<file path="src/rtl/chip_7458_tester_pkg.sv">
// Shared types, widths and the reference AND-OR function for the 7458 tester.
// The tester and the optional golden wrapper both import this package.
package chip_7458_tester_pkg;

    localparam int VEC_W = 10;
    localparam int ERR_W = 11;
    localparam int CNT_W = 4;

    localparam logic [VEC_W-1:0] LAST_VEC = 10'd1023;
    localparam logic [ERR_W-1:0] ERR_MAX  = 11'd2047;

    typedef enum logic [1:0] {
        IDLE   = 2'd0,
        SETTLE = 2'd1,
        CHECK  = 2'd2,
        DONE   = 2'd3
    } state_e;

    typedef struct packed {
        logic p2y;
        logic p1y;
    } exp_t;

    // Bits 5:0 feed the two 3-input AND terms of p1y.
    // Bits 9:6 feed the two 2-input AND terms of p2y.
    function automatic exp_t expected_out(input logic [VEC_W-1:0] vec);
        exp_t r;
        r.p1y = (vec[0] & vec[1] & vec[2]) | (vec[3] & vec[4] & vec[5]);
        r.p2y = (vec[6] & vec[7]) | (vec[8] & vec[9]);
        return r;
    endfunction

endpackage

</file>
<file path="src/rtl/chip_7458_golden.sv">
// Combinational reference model of a good 7458.
// Wraps the package function so the tester compares against a named block.
module chip_7458_golden
    import chip_7458_tester_pkg::*;
(
    input  logic [VEC_W-1:0] vec_i,
    output exp_t             exp_o
);

    always_comb begin
        exp_o = expected_out(vec_i);
    end

endmodule

</file>
<file path="src/rtl/chip_7458_tester.sv">
// Exhaustive functional tester for a 7458 dual AND-OR gate.
// Steps all 1024 input vectors, waits SETTLE_CYCLES, then checks both outputs.
module chip_7458_tester
    import chip_7458_tester_pkg::*;
#(
    parameter int SETTLE_CYCLES = 2
) (
    input  logic             clk,
    input  logic             rst,
    input  logic             start,
    input  logic             abort,
    output logic [VEC_W-1:0] dut_in,
    input  logic             dut_p1y,
    input  logic             dut_p2y,
    output logic             busy,
    output logic             done,
    output logic             pass,
    output logic [ERR_W-1:0] err_count,
    output logic [VEC_W-1:0] first_fail
);

    localparam logic [CNT_W-1:0] SETTLE_LAST = CNT_W'(SETTLE_CYCLES - 1);

    state_e           state_q, state_d;
    logic [VEC_W-1:0] idx_q, idx_d;
    logic [CNT_W-1:0] cnt_q, cnt_d;
    logic [ERR_W-1:0] err_q, err_d;
    logic [VEC_W-1:0] ff_q, ff_d;
    logic             pass_q, pass_d;

    exp_t             exp_w;
    logic             mismatch;
    logic [ERR_W-1:0] err_nx;

    chip_7458_golden u_golden (
        .vec_i (idx_q),
        .exp_o (exp_w)
    );

    assign mismatch = (dut_p1y != exp_w.p1y) || (dut_p2y != exp_w.p2y);

    always_ff @(posedge clk or posedge rst) begin
        if (rst) begin
            state_q <= IDLE;
            idx_q   <= '0;
            cnt_q   <= '0;
            err_q   <= '0;
            ff_q    <= '0;
            pass_q  <= 1'b0;
        end else begin
            state_q <= state_d;
            idx_q   <= idx_d;
            cnt_q   <= cnt_d;
            err_q   <= err_d;
            ff_q    <= ff_d;
            pass_q  <= pass_d;
        end
    end

    always_comb begin
        state_d = state_q;
        idx_d   = idx_q;
        cnt_d   = cnt_q;
        err_d   = err_q;
        ff_d    = ff_q;
        pass_d  = pass_q;
        err_nx  = err_q;

        if (mismatch && (err_q != ERR_MAX)) begin
            err_nx = err_q + ERR_W'(1);
        end

        unique case (state_q)
            IDLE: begin
                // start outranks a simultaneous abort here by construction.
                if (start) begin
                    state_d = SETTLE;
                    idx_d   = '0;
                    cnt_d   = '0;
                    err_d   = '0;
                    ff_d    = '0;
                    pass_d  = 1'b0;
                end
            end
            SETTLE: begin
                if (abort) begin
                    state_d = IDLE;
                    cnt_d   = '0;
                    pass_d  = 1'b0;
                end else if (cnt_q == SETTLE_LAST) begin
                    state_d = CHECK;
                    cnt_d   = '0;
                end else begin
                    cnt_d = cnt_q + CNT_W'(1);
                end
            end
            CHECK: begin
                if (abort) begin
                    state_d = IDLE;
                    pass_d  = 1'b0;
                end else begin
                    err_d = err_nx;
                    if (mismatch && (err_q == '0)) begin
                        ff_d = idx_q;
                    end
                    if (idx_q == LAST_VEC) begin
                        state_d = DONE;
                        pass_d  = (err_nx == '0);
                    end else begin
                        state_d = SETTLE;
                        idx_d   = idx_q + VEC_W'(1);
                    end
                end
            end
            DONE: begin
                state_d = IDLE;
            end
            default: begin
                state_d = IDLE;
            end
        endcase
    end

    // All outputs decode from registered state, so reset clears them at once.
    assign busy       = (state_q == SETTLE) || (state_q == CHECK);
    assign done       = (state_q == DONE);
    assign dut_in     = busy ? idx_q : '0;
    assign pass       = pass_q;
    assign err_count  = err_q;
    assign first_fail = ff_q;

endmodule

</file>
<file path="config.mk">
export PLATFORM = sky130hd
export DESIGN_NAME = chip_7458_tester
export DESIGN_NICKNAME = d
export VERILOG_FILES = /design/src/rtl/chip_7458_tester_pkg.sv /design/src/rtl/chip_7458_golden.sv /design/src/rtl/chip_7458_tester.sv
export SDC_FILE = /design/constraint.sdc
export NUM_CORES = 1
export LEC_CHECK = 0
export ABC_AREA = 1
export CORE_ASPECT_RATIO = 0.7
export CORE_MARGIN = 2
export CORE_UTILIZATION = 47
export DETAILED_ROUTE_END_ITERATION = 10
export PLACE_DENSITY = 0.7
export SYNTH_ARGS = -nofsm -noshare
export SYNTH_HDL_FRONTEND = slang
export SYNTH_SLANG_ARGS = --single-unit
</file>
<file path="constraint.sdc">
create_clock -name clk -period 3.5 [get_ports clk]
set_input_delay 0.35 -clock clk [delete_from_list [all_inputs] [get_ports clk]]
set_output_delay 0.35 -clock clk [all_outputs]
set_load 0.03 [all_outputs]
</file>
# --- Word-level counts from Yosys, hierarchy flattened ---
# Index checks and enable logic that the tools add are counted.
# Widths: inputs -> output; s select.
op_classes:
  add_sub_neg: 3
  n_eq_ne: 15
  n_mux: 27
  bitwise: 8
  reduce_logical: 16
op_table:
  columns: ["operator", "n"]
  rows:
  - ["$mux 10", 6]
  - ["$pmux 10 s2", 2]
  - ["$mux 11", 3]
  - ["$logic_not 11->1", 2]
  - ["$pmux 11 s2", 1]
  - ["$mux 4", 3]
  - ["$reduce_and 4->1", 3]
  - ["$add 11x1->11 const B", 1]
  - ["$ne 11x11->1 const B", 1]
  - ["$add 10x1->10 const B", 1]
  - ["$eq 10x10->1 const B", 1]
  - ["$mux 2", 5]
  - ["$ne 2x2->1 const B", 5]
  - ["$pmux 2 s4", 1]
  - ["$pmux 4 s2", 1]
  - ["$and 1x1->1", 6]
  - ["$ne 3x3->1 const B", 2]
  - ["$add 4x1->4 const B", 1]
  - ["$eq 2x2->1 const B", 2]
  - ["$eq 4x1->1 const B", 1]
  - ["$mux 1", 4]
  - ["$reduce_and 2->1", 2]
  - ["$reduce_bool 2->1", 2]
  - ["$pmux 1 s3", 1]
  - ["other kinds (8)", 12]
totals:
  regBits: 38
  in_bits: 6
  word_cells: 75

# --- Depth between registers and ports, before layout ---
# Gate-level depths: netlist (run 1).
logic_depth:
  ltp_word: 11
  depth_mapped: 15

# --- Cells and area by module ---
# Synthesis (run 1) repeated with hierarchy kept, for this count alone.
unflattened:
  hier_cells: 340
  area_unflattened_um2: 2446.1
modules_own_cells:
  columns: ["mod", "n_inst", "cells_each", "area_each_um2", "seq_area_each_um2"]
  rows:
  - ["chip_7458_tester", 1, 334, 2421.1, 950.9]
  - ["chip_7458_golden", 1, 6, 25.0, 0.0]

# --- Least setup slack after synthesis (run 1) ---
# OpenSTA, ideal clock, no wires.
synth_timing:
  path_kind: "reg-to-reg"
  from: "reg err_q[0] (netlist: err_count[0])"
  to: "reg pass_q (netlist: pass)"
  setup_ns: 0.120
  arrival_time_ns: 1.728
  path_slack_ns: 1.651
  stages_incl_launch_ff: 13
  path_buffers: 0
  synth_period_minus_slack_ns: 1.849
  cell_sequence: "dfrtp_1 ha_1 nand2_1 nor2_2 nand4_4 nand2_2 nand2_1 nand2_1 nor2_1 nand2_1 nor2_1 nand2_1 nand2_1"
synth_via:
  elab_chain_len: 7
  word_cells_on_any_way: 8
  classes_between: "1 x add/sub; 1 x eq/ne; 4 x mux; 2 x reduce/logical"
synth_lines:
  columns: ["item", "line_no", "source"]
  rows:
  - ["start, declared", "chip_7458_tester.sv:27", "logic [ERR_W-1:0] err_q, err_d;"]
  - ["start signal, assigned", "chip_7458_tester.sv:54", "err_q <= err_d;"]
  - ["branches (longest 2 deep; another with $add 11x1->11)", null, null]
  - ["$mux 11 *", "chip_7458_tester.sv:69", "if (mismatch && (err_q != ERR_MAX)) begin"]
  - ["$logic_not 11->1 *", "chip_7458_tester.sv:108", "pass_d = (err_nx == '0);"]
  - ["$mux 1 *", "chip_7458_tester.sv:106", "if (idx_q == LAST_VEC) begin"]
  - ["$mux 1 *", "chip_7458_tester.sv:98", "if (abort) begin"]
  - ["$pmux 1 s3 *", "chip_7458_tester.sv:73", "unique case (state_q)"]
  - ["end signal, assigned", "chip_7458_tester.sv:56", "pass_q <= pass_d;"]
  - ["end, declared", "chip_7458_tester.sv:29", "logic pass_q, pass_d;"]
# Mark *: on every way between the ends. The select of a mux whose other input is x is not followed.
# A chain may end at the register's enable or synchronous reset.

# --- Worst setup path in the final report (run 1) ---
layout_timing:
  from: "reg state_q[0]"
  to: "out dut_in[0]"
layout_via:
  elab_chain_len: 3
  word_cells_on_any_way: 4
  classes_between: "2 x eq/ne; 1 x mux; 1 x reduce/logical"
layout_lines:
  columns: ["item", "line_no", "source"]
  rows:
  - ["start, declared", "chip_7458_tester.sv:24", "state_e state_q, state_d;"]
  - ["start signal, assigned", "chip_7458_tester.sv:51", "state_q <= state_d;"]
  - ["$eq 2x1->1 or $eq 2x2->1 (tied branches)", "chip_7458_tester.sv:125", "assign busy = (state_q == SETTLE) || (state_q == CHECK);"]
  - ["$logic_or 1x1->1 *", "chip_7458_tester.sv:125", null]
  - ["$mux 10 *", "chip_7458_tester.sv:127", "assign dut_in = busy ? idx_q : '0;"]
  - ["end, declared", "chip_7458_tester.sv:12", "output logic [VEC_W-1:0] dut_in,"]
# Mark *: on every way between the ends. The rest lies on a longest branch, timed or not.

==> results_dict.tcl, run 1 <==
set metrics [dict create \
    route.detailed.wl_per_inst_um 12.6 \
    clockRootBuffer "sky130_fd_sc_hd__clkbuf_8" \
    route.detailed.drc 0 \
    final-max-slew-violation-count 0 \
    die_area_sq_um 5720 \
    slew_headroom_pct 68.6 \
    path_common_cell "sky130_fd_sc_hd__inv_1" \
    placedInstanceArea_sq_um 2880 \
    grt_remaining_overflow 0 \
    die_width_um 89.6 \
    tritoncts_num_sinks 38 \
    cp_slowest_stage_delay_ns 0.66 \
    flow.area_growth_from_synthesis_pct 22.8 \
    final.fill_count 457 \
    fmax_ghz 0.403 \
    post_cts.resized_instances 0 \
    startpoint_type "register" \
    avgSynthCellArea_sq_um 7.39 \
    crit-reg2reg-capture "idx_q[4]" \
    detail_route.first_pass.iterations 5 \
    ctsLongestPathBuffers 2 \
    synth-seq-cells 38 \
    setup.worst_path.end_class "output port" \
    routed-via-count 2180 \
    initial_antenna_violation_count 0 \
    postCtsSetupBuffers 0 \
    crit_required_ns 3.15 \
    worst-setup-path-type "reg2out" \
    clock_buffers_created_by_tritoncts 5 \
    critical_path.cell_chain "inv_1, ha_1, nand2_1, inv_1, clkdlybuf4s50_1" \
    row_count 21 \
    r2r_start "state_q[0]" \
    setup-violations-final 0 \
    multi_input_logic_area_sq_um 1220 \
    finalClockSkew_ns 0.00614 \
    worst_skew_pair.late_latency_ns 0.29 \
    leakage_nw 1.45 \
    maxCapViolCount 0 \
    synth_nets 343 \
    nNetsFinal 387 \
    cts_tree "built" \
    via_per_inst 4.97 \
    clkSlewWorstSetupHoldPaths_ns 0.08 \
    boundaryPins 40 \
    finalHoldWorstSlack_ns 0.483 \
    setup_total_negative_slack_ns 0 \
    post-route-min-period_ns 2.48 \
    critPathMaxFanout 11 \
    post_route_cells_drive_above_1_share_pct 7.30 \
    syn-instance-count 326 \
    start_util_pct 49.5 \
    area.sequential_sq_um 951 \
    worst_pin_slew_ns 0.470 \
    hpwlAfterDp_um 4280 \
    critical_path.slowest_cell "sky130_fd_sc_hd__clkdlybuf4s50_1" \
    synth.distinct_cells 29 \
    totalWireLength_um 5550 \
    holdCritPathClass "in2async" \
    detail_route.iter0.violations 122 \
    power_density_nw_per_um2 483 \
    synth.yosys.seq_area_share_pct 39.5 \
    grt_start_max_net_pins 39 \
    place.gp.congestion 0.945 \
    grt_first_pass_wirelength_um 9430 \
    post_cts_hold_buffer_count 0 \
    min_period_over_period_pct 70.9 \
    numPortBuffers 39 \
    outcome "completed" \
    first_global_vias 1942 \
    antenna_cells 0 \
    fin_area_sq_um 2960 \
    timing.reg2reg.setup_slack_ns 1.30 \
    worst_ep_arrival_time_ns 2.13 \
    final_antenna_net_count 0 \
    post_synth_instance_area_sq_um 2410 \
    final_power_mw 1.43 \
    timing.final.hold_violations 0 \
    track_usage_pct 21.5 \
    irDropWorstVdd_mv 0.401 \
    worstRegToRegCells 11 \
    rsz0062_at_grt "no" \
    yosys_warning_total 0 \
    cp_num_buf_inv 3 \
    htree_levels 2 \
    core_area_sq_um 4860 \
    setup.worst_path.start "state_q[0]" \
    dieHeight_um 63.9 \
    critPathTopFamily "buffers and inverters" \
]
## registers in the layout, indices dropped and copies added (netlist names)
register and count:
cnt_q 4, err_count 11, first_fail 10, idx_q 10, pass 1, state_q 2
## routing by layer
metal / vias up / wire length (um) / GRT usage, % / share of wire [%]
li1: 1119 / - / - / -
met1: 998 / 2960 / 34.7 / 53
met2: 61 / 2230 / 28.1 / 40
met3: 2 / 346 / 4.78 / 6.2
met4: 0 / 24 / 6.16 / 0.43
met5: - / 0 / 0 / 0
## metrics by stage
step / setup WS [ns] / util, % / instances
after floorplan: 1.65 / - / 326
after global placement: 1.32 / 59.2 / 432
after detailed placement: 1.32 / 59.2 / 432
after CTS: 0.993 / 60.8 / 439
after global routing: 0.874 / 60.8 / 439
final: 1.02 / 60.8 / 439
## cells by family after synthesis
group           count (synthesis)  synth area share, %
compound gates                 48                 11.6
xor+xnor                        5                 1.82
fa+ha+maj                      11                 5.71
buf+inv                        61                 9.82
flops                          38                 39.5
mux                             1                0.416
simple gates                  162                 31.1
## worst reg2reg max path: cells and delay by family (launching register included)
kind / cells / cell delay [ns]
fa+ha+maj: 1 / 0.25
buf+inv: 3 / 0.29
flops: 1 / 0.40
simple gates: 4 / 0.55
compound gates: 3 / 0.64
## worst max path at each step
stage	to	cells past startpoint
3_3_place_gp	dut_in[0]	5
4_1_cts	dut_in[1]	5
3_5_place_dp	dut_in[1]	5
6_report	dut_in[0]	5
2_1_floorplan	pass	12
5_1_grt	dut_in[4]	5
## cells in the final DEF, fill, tap and decap left out, types with 2 or more instances in the layout
cell type	instances
sky130_fd_sc_hd__nand2_1	91
sky130_fd_sc_hd__inv_1	57
sky130_fd_sc_hd__clkdlybuf4s50_1	39
sky130_fd_sc_hd__dfrtp_1	38
sky130_fd_sc_hd__o21ai_0	28
sky130_fd_sc_hd__nor2_1	22
sky130_fd_sc_hd__nand3_1	19
sky130_fd_sc_hd__a21oi_1	12
sky130_fd_sc_hd__ha_1	11
sky130_fd_sc_hd__nor3_1	8
sky130_fd_sc_hd__nand2_2	5
sky130_fd_sc_hd__xor2_1	5
sky130_fd_sc_hd__clkbuf_8	5
sky130_fd_sc_hd__nand4_1	4
sky130_fd_sc_hd__nor2_2	3
sky130_fd_sc_hd__o22ai_1	3
sky130_fd_sc_hd__nand2_4	2
sky130_fd_sc_hd__a22oi_1	2
sky130_fd_sc_hd__nor3_2	2
sky130_fd_sc_hd__clkinv_2	2
sky130_fd_sc_hd__buf_4	2
## layout make-up
type	count	area share (%)
Clock buffer	5	2.33
Clock inverter	2	0.339
Inverter	57	7.24
Multi-Input combinational cell	227	41.3
Sequential cell	38	32.2
Tap cell	69	2.92
Timing Repair Buffer	41	13.7
## synth_stat cells, drive strengths merged
master | n | area [sq um]
ha | 11 | 138
o21ai | 28 | 140
nor3 | 10 | 60.1
buf | 1 | 11.3
a31o | 1 | 8.76
a22oi | 2 | 15.0
nand3 | 20 | 113
inv | 57 | 214
nor4 | 1 | 6.26
o22ai | 3 | 18.8
nor2 | 25 | 101
nand2 | 98 | 395
nand4 | 6 | 58.8
dfrtp | 38 | 951
xor2 | 5 | 43.8
a31oi | 1 | 21.3
mux2i | 1 | 10.0
clkbuf | 3 | 11.3
nor3b | 1 | 7.51
a21oi | 13 | 76.3
nand3b | 1 | 7.51
## power breakdown
part | switching (mW) | internal [mW] | total (mW)
clock network | 0.150 | 0.134 | 0.284
logic | 0.442 | 0.198 | 0.640
registers | 0.0355 | 0.470 | 0.505
Note: power is estimated with default switching activity, not from simulation.
==> run 2: changes to the inputs <==
- clock period: 3.5 -> 2.5 ns (I/O delays scaled with it)
==> run 2 against run 1 <==
Against the previous run:
- clock power increased by 41%
- total power is 44% higher
- combinational power increased by 48%
- die area unchanged
- clock skew grew 0.0027 ns
- worst hold slack lost 0.12 ns
- global-route usage increased by 1.0 points
- sequential share of layout area is 0.14 points lower
- final cell count grew 0.23%
- largest power group unchanged
==> results_dict.tcl, run 2 (same netlist as run 1, synthesis figures left out) <==
set metrics [dict create \
    critical_path.slowest_cell "sky130_fd_sc_hd__clkdlybuf4s50_1" \
    tritoncts_num_sinks 38 \
    post_cts_hold_buffer_count 0 \
    critical_path.cell_chain "inv_1, ha_2, nand2_1, inv_1, clkdlybuf4s50_1" \
    holdCritPathClass "in2async" \
    clock_buffers_created_by_tritoncts 5 \
    final_common_cell "sky130_fd_sc_hd__nand2_1" \
    worst_pin_slew_ns 0.478 \
    grt_remaining_overflow 0 \
    crit_required_ns 2.25 \
    totalWireLength_um 5730 \
    slew_headroom_pct 68.1 \
    row_count 21 \
    worst_skew_pair.late_latency_ns 0.30 \
    clkSlewWorstSetupHoldPaths_ns 0.07 \
    final_antenna_net_count 0 \
    rsz0062_at_grt "no" \
    cts_tree "built" \
    setup-violations-final 0 \
    maxCapViolCount 0 \
    power_density_nw_per_um2 694 \
    via_per_inst 5.00 \
    post_route_cells_drive_above_1_share_pct 7.82 \
    track_usage_pct 22.5 \
    setup.worst_path.end_class "output port" \
    antenna_cells 0 \
    grt_first_pass_wirelength_um 9850 \
    critPathTopFamily "buffers and inverters" \
    detail_route.iter0.violations 142 \
    final-max-slew-violation-count 0 \
    die_width_um 89.6 \
    routed-via-count 2198 \
    largest_reg_flops 11 \
    worst_ep_arrival_time_ns 2.09 \
    timing.final.hold_violations 0 \
    commonest_cells_after_routing_fill_and_taps_aside "sky130_fd_sc_hd__nand2_1 (91), sky130_fd_sc_hd__inv_1 (57), sky130_fd_sc_hd__dfrtp_1 (38), sky130_fd_sc_hd__clkdlybuf4s50_1 (38), sky130_fd_sc_hd__o21ai_0 (28)" \
    cp_num_buf_inv 3 \
    setup_total_negative_slack_ns 0 \
    clockRootBuffer "sky130_fd_sc_hd__clkbuf_8" \
    die_area_sq_um 5720 \
    critPathMaxFanout 11 \
    numPortBuffers 39 \
    area.sequential_sq_um 951 \
    leakage_nw 1.47 \
    nNetsFinal 388 \
    multi_input_logic_area_sq_um 1220 \
    start_util_pct 49.5 \
    fmax_ghz 0.427 \
    final.fill_count 441 \
    worst-setup-path-type "reg2out" \
    first_global_vias 2031 \
    startpoint_type "register" \
    min_period_over_period_pct 93.7 \
    post_cts.resized_instances 0 \
    core_area_sq_um 4860 \
    initial_antenna_violation_count 0 \
    post-route-min-period_ns 2.34 \
    dieHeight_um 63.9 \
    hpwlAfterDp_um 4300 \
    path_common_cell "sky130_fd_sc_hd__inv_1" \
    place.gp.congestion 0.926 \
    route.detailed.drc 0 \
    boundaryPins 40 \
    flow.area_growth_from_synthesis_pct 23.3 \
    route.detailed.wl_per_inst_um 13.0 \
    finalClockSkew_ns 0.00887 \
    finalHoldWorstSlack_ns 0.367 \
    grt_start_max_net_pins 39 \
    detail_route.first_pass.iterations 4 \
    irDropWorstVdd_mv 0.505 \
    ctsLongestPathBuffers 2 \
    htree_levels 2 \
    outcome "completed" \
    cp_slowest_stage_delay_ns 0.67 \
    postCtsSetupBuffers 0 \
]
-- run 2: changes by cell type in the layout (fill, tap and decap cells not counted), sizes merged --
cell           change
buf                +1
clkdlybuf4s50      -1
dlymetal6s2s       +1
-- run 2: per-layer routing --
layer / part of all wire (%) / wire length, um / track usage, % / vias to the layer above
met5: 0 / 0 / 0 / -
li1: - / - / - / 1119
met3: 6.9 / 397 / 7.11 / 4
met2: 41 / 2350 / 29.7 / 69
met4: 0.65 / 37 / 5.04 / 0
met1: 51 / 2950 / 35.5 / 1006
-- run 2: worst min-delay path: stages --
cell,delay (ns)
sky130_fd_sc_hd__clkdlybuf4s50_1,0.40
sky130_fd_sc_hd__inv_1,0.05
sky130_fd_sc_hd__buf_4,0.40
-- run 2: path summary, 6_finish.rpt --
kind	from	end	slack, ns	cells after the start
max	state_q[0]	dut_in[6]	0.16	5
min	rst	first_fail[8]	0.37	3
max reg2reg	state_q[0]	first_fail[6]	0.31	8
min reg2reg	first_fail[2]	first_fail[2]	0.49	2
max in group asynchronous	rst	err_count[0]	1.79	3
min in group clk	first_fail[2]	first_fail[2]	0.49	2
-- run 2: area by class of cell --
type / instances / share of cell area, %
Clock buffer: 5 / 2.32
Clock inverter: 2 / 0.337
Multi-Input combinational cell: 227 / 41.2
Inverter: 57 / 7.21
Sequential cell: 38 / 32.0
Timing Repair Buffer: 42 / 14.0
Tap cell: 69 / 2.91
-- run 2: through the flow --
stage	worst slack [ns]	cell area, sq um	power [mW]	instances	utilization (%)
after global placement	0.445	2890	1.65	433	59.4
after detailed placement	0.336	2890	1.67	433	59.4
after CTS	0.0233	2960	2.07	440	61.0
after global routing	0.0175	2970	2.21	440	61.1
final	0.157	2970	2.06	440	61.1
after floorplan	0.651	2410	1.38	326	-
-- run 2: power breakdown --
part	total (mW)	internal, mW	switching (mW)
combinational	0.949	0.299	0.650
sequential	0.711	0.658	0.0534
clock	0.401	0.187	0.214
